### config.mk
export PLATFORM = sky130hd
export DESIGN_NAME = big7_shift_out
export DESIGN_NICKNAME = d
export VERILOG_FILES = /design/src/rtl/big7_shift_out.sv
export SDC_FILE = /design/constraint.sdc
export NUM_CORES = 1
export LEC_CHECK = 0
export CAP_MARGIN = 20
export CORE_UTILIZATION = 40
export DETAILED_ROUTE_END_ITERATION = 6
export SETUP_SLACK_MARGIN = 0.5
export SLEW_MARGIN = 20
export SYNTH_ARGS = -nofsm -noshare
export SYNTH_HDL_FRONTEND = slang
export SYNTH_SLANG_ARGS = --single-unit
export TNS_END_PERCENT = 50
### constraint.sdc
create_clock -name clk -period 2.69 [get_ports clk]
set_input_delay 0.4035 -clock clk [delete_from_list [all_inputs] [get_ports clk]]
set_output_delay 0.4035 -clock clk [all_outputs]
set_load 0.02 [all_outputs]
### src/rtl/big7_shift_out.sv
// Serialises four LED column bytes into a chain of 74HC595-style shift registers.
// One 32-bit transfer per start, MSB of leds4 first, followed by one storage-latch pulse.
module big7_shift_out #(
    parameter int CLK_DIV = 2
) (
    input  logic       clk,
    input  logic       rstn,
    input  logic       start,
    input  logic [7:0] leds1,
    input  logic [7:0] leds2,
    input  logic [7:0] leds3,
    input  logic [7:0] leds4,
    output logic       busy,
    output logic       done,
    output logic       sr_data,
    output logic       sr_clk,
    output logic       sr_latch
);
    localparam int DW = $clog2(CLK_DIV + 1);
    localparam logic [DW-1:0] DIV_LAST = DW'(CLK_DIV - 1);

    typedef enum logic [1:0] {IDLE, SETUP, HIGH, LATCH} state_e;

    state_e        state_q, state_d;
    logic [31:0]   sr_q, sr_d;
    logic [4:0]    bit_cnt_q, bit_cnt_d;
    logic [DW-1:0] div_cnt_q, div_cnt_d;
    logic          busy_q, busy_d;
    logic          done_q, done_d;
    logic          sr_clk_q, sr_clk_d;
    logic          sr_latch_q, sr_latch_d;
    logic          div_wrap;

    assign div_wrap = (div_cnt_q == DIV_LAST);

    always_ff @(posedge clk or negedge rstn) begin
        if (!rstn) begin
            state_q    <= IDLE;
            sr_q       <= '0;
            bit_cnt_q  <= '0;
            div_cnt_q  <= '0;
            busy_q     <= 1'b0;
            done_q     <= 1'b0;
            sr_clk_q   <= 1'b0;
            sr_latch_q <= 1'b0;
        end else begin
            state_q    <= state_d;
            sr_q       <= sr_d;
            bit_cnt_q  <= bit_cnt_d;
            div_cnt_q  <= div_cnt_d;
            busy_q     <= busy_d;
            done_q     <= done_d;
            sr_clk_q   <= sr_clk_d;
            sr_latch_q <= sr_latch_d;
        end
    end

    always_comb begin
        state_d    = state_q;
        sr_d       = sr_q;
        bit_cnt_d  = bit_cnt_q;
        div_cnt_d  = div_cnt_q;
        busy_d     = busy_q;
        done_d     = 1'b0;
        sr_clk_d   = sr_clk_q;
        sr_latch_d = sr_latch_q;
        case (state_q)
            IDLE: begin
                busy_d     = 1'b0;
                sr_clk_d   = 1'b0;
                sr_latch_d = 1'b0;
                if (start) begin
                    sr_d      = {leds4, leds3, leds2, leds1};
                    bit_cnt_d = '0;
                    div_cnt_d = '0;
                    busy_d    = 1'b1;
                    state_d   = SETUP;
                end
            end
            SETUP: begin
                if (div_wrap) begin
                    div_cnt_d = '0;
                    sr_clk_d  = 1'b1;
                    state_d   = HIGH;
                end else begin
                    div_cnt_d = div_cnt_q + DW'(1);
                end
            end
            HIGH: begin
                if (div_wrap) begin
                    // Data advances only with the falling shift clock, keeping hold time at a full phase.
                    div_cnt_d = '0;
                    sr_clk_d  = 1'b0;
                    sr_d      = sr_q << 1;
                    if (bit_cnt_q == 5'd31) begin
                        sr_latch_d = 1'b1;
                        state_d    = LATCH;
                    end else begin
                        bit_cnt_d = bit_cnt_q + 5'd1;
                        state_d   = SETUP;
                    end
                end else begin
                    div_cnt_d = div_cnt_q + DW'(1);
                end
            end
            LATCH: begin
                if (div_wrap) begin
                    div_cnt_d  = '0;
                    sr_latch_d = 1'b0;
                    done_d     = 1'b1;
                    busy_d     = 1'b0;
                    state_d    = IDLE;
                end else begin
                    div_cnt_d = div_cnt_q + DW'(1);
                end
            end
            default: state_d = IDLE;
        endcase
    end

    assign busy     = busy_q;
    assign done     = done_q;
    assign sr_data  = sr_q[31];
    assign sr_clk   = sr_clk_q;
    assign sr_latch = sr_latch_q;
endmodule

==> flow_summary.json <==
{
  "worstPathRequired_ps": 2860,
  "critPathLaunchType": "register",
  "synth_cells": 169,
  "layout_commonest_cell": "dfrtp_1",
  "synth.net_count": 206,
  "drt_wl_total_um": 3845,
  "fmax_ghz": 0.4864,
  "setup_viol": 0,
  "layoutNonFillerInstCount": 279,
  "fp.dieH_um": 77.02,
  "drc_errors": 0,
  "syn_area_sq_um": 2251,
  "grt_pass1_wl_um": 6582,
  "synthDistinctLibCells": 31,
  "io_buffers": 39,
  "grt_max_degree": 46,
  "clk_path_buf_depth": 2,
  "yosys_warnings": 0,
  "root_buffer": "clkbuf_8",
  "p_int_mw": 1.902,
  "cp-end-kind": "register",
  "swShare": 0.3075,
  "regArea_sq_um": 1126,
  "gp_congestion": 0.8070,
  "area_growth_pct": 24.79,
  "start_util": 0.4271,
  "hp-class": "primary input to asynchronous set/reset pin",
  "cap_violations": 0,
  "path_clk_slew_ps": 80,
  "finalHoldViolCount": 0,
  "yosysSeqAreaShare": 0.5003,
  "clock_latency_ps": 280,
  "drive_gt1_frac": 0.2010,
  "finalCritPeriodShare": 0.7643,
  "cts_setup_buffers": 0,
  "p_per_area_nw_per_um2": 977.6,
  "sequentialPowerShare": 0.435,
  "ys_ff_latch": 45,
  "ant_nets": 0,
  "status": "finished clean",
  "n_antenna_cell": 0,
  "antenna_found_initial": 0,
  "maxSlewViolCount": 0,
  "cts.htree.levels": 2,
  "rows": 26,
  "cts_resized": 0,
  "nFillCells": 475,
  "cellLeakagePower_nw": 1.169,
  "vias_per_cell": 5.065,
  "grt_pass1_vias": 1471,
  "syn_area_per_cell_sq_um": 13.32,
  "peakVddDrop_v": 0.0004451,
  "worst_ep_arrival_time_ps": 2230,
  "first_pass_iters": 4,
  "die-area_sq_um": 5931,
  "cts.sinks": 45,
  "vias": 1413,
  "cts_tree": "built",
  "worst-path-max-fanout": 4,
  "power_frac_clock": 0.188,
  "dp.cells": 271,
  "synth_edf_count": 0,
  "relSlewSlack": 0.6123,
  "criticalPathCategory": "register to register",
  "multiInputGateArea_sq_um": 1041,
  "power.combinational.fraction": 0.378,
  "ys.flop_type": "dfrtp_1",
  "fin_worst_skew_ps": 2.716,
  "rsz0062_at_grt": "no",
  "core_area_sq_um": 5270,
  "ioPinCount": 40,
  "grt-ovfl-total": 0,
  "tns_ps": 0,
  "worst_pin_slew_ps": 581.5,
  "drtIter0Drc": 56,
  "mostFrequentLayoutCells": "45 x dfrtp_1, 38 x clkdlybuf4s50_1, 34 x mux2_1, 29 x mux2_2",
  "grt_usage": 0.1407,
  "p_switching_uw": 844.3,
  "fin_crit_ps": 2056,
  "nets": 245,
  "hold_buffers": 0,
  "dp_hpwl_um": 2646,
  "cts-buffers-inserted": 5,
  "wire_per_inst_um": 13.78,
  "async_flop_share": 1.000,
  "chipWidth_um": 77.02
}
logic make-up after synthesis:
group / count (synthesis) / synth area share
buffers and inverters: 15 / 0.04558
AOI/OAI and AO/OA: 17 / 0.05615
muxes: 66 / 0.3285
adders and majority gates: 2 / 0.01112
and+or+nand+nor: 24 / 0.05836
DFF: 45 / 0.5003
cell usage after synthesis (3+ instances only):
cell type | instances | area share
nand2b_1 | 3 | 0.0083
mux2_1 | 34 | 0.17
and3_1 | 3 | 0.0083
mux2i_1 | 3 | 0.013
nand2_1 | 6 | 0.010
mux2_2 | 29 | 0.15
inv_1 | 6 | 0.010
buf_6 | 6 | 0.030
dfrtp_1 | 45 | 0.50
nor2b_1 | 3 | 0.0083
nor2_1 | 3 | 0.0050
a21o_1 | 3 | 0.010
layout make-up:
class | instances | area share
Tap cell | 70 | 0.03118
Timing Repair Buffer | 41 | 0.1479
Clock buffer | 7 | 0.03074
Multi-Input combinational cell | 109 | 0.3706
Inverter | 6 | 0.008018
Sequential cell | 45 | 0.4009
Clock inverter | 1 | 0.01069
layer usage:
metal | global-route usage | routed length [um]
met5 | 0 | 0
met4 | 0.07358 | 99
met3 | 0.03214 | 157
met2 | 0.2384 | 1799
met1 | 0.1658 | 1788
registers in the layout, indices dropped and copies added (netlist names):
name,cells
bit_cnt_q,5
busy,1
div_cnt_q,2
sr_q,32
done,1
state_q,2
sr_clk,1
sr_latch,1
worst paths after layout:
kind	end	startpoint	slack, ps	cells past startpoint
worst max-delay path	bit_cnt_q[0]$_DFFE_PN0P_	bit_cnt_q[0]$_DFFE_PN0P_	630	6
worst min-delay path	sr_q[21]$_DFFE_PN0P_	rstn	100	1
worst max register to register	bit_cnt_q[0]$_DFFE_PN0P_	bit_cnt_q[0]$_DFFE_PN0P_	630	6
worst min register to register	sr_q[9]$_DFFE_PN0P_	sr_q[9]$_DFFE_PN0P_	480	1
max in group asynchronous	bit_cnt_q[3]$_DFFE_PN0P_	rstn	2210	1
min in group clk	sr_q[9]$_DFFE_PN0P_	sr_q[9]$_DFFE_PN0P_	480	1
through the flow:
step	setup WS (ps)	utilization	power, mW	area (sq um)	hold WS, ps
2_1_floorplan	726.6	-	2.006	2251	107.9
3_3_place_gp	581.7	0.5097	2.204	2686	468.4
6_report	634.1	0.5330	2.746	2809	102.5
4_1_cts	544.0	0.5318	2.782	2803	300.9
3_5_place_dp	556.1	0.5097	2.256	2686	470.8
5_1_grt	509.0	0.5330	2.933	2809	147.0
power groups by stage:
stage	clock network, mW	registers [mW]	logic (mW)
after floorplan	0	1.15	0.860
after global placement	0	1.19	1.01
after detailed placement	0	1.21	1.05
after CTS	0.538	1.19	1.05
after global routing	0.559	1.24	1.14
final	0.515	1.19	1.04
critical path, cell delays in order (launching register included):
cell and delay (ps):
dfrtp_1 410, ha_1 230, and3_1 190, ha_1 200, nand4bb_1 260, a21oi_2 300
mux2_1 350
Note: power is estimated with default switching activity, not from simulation.
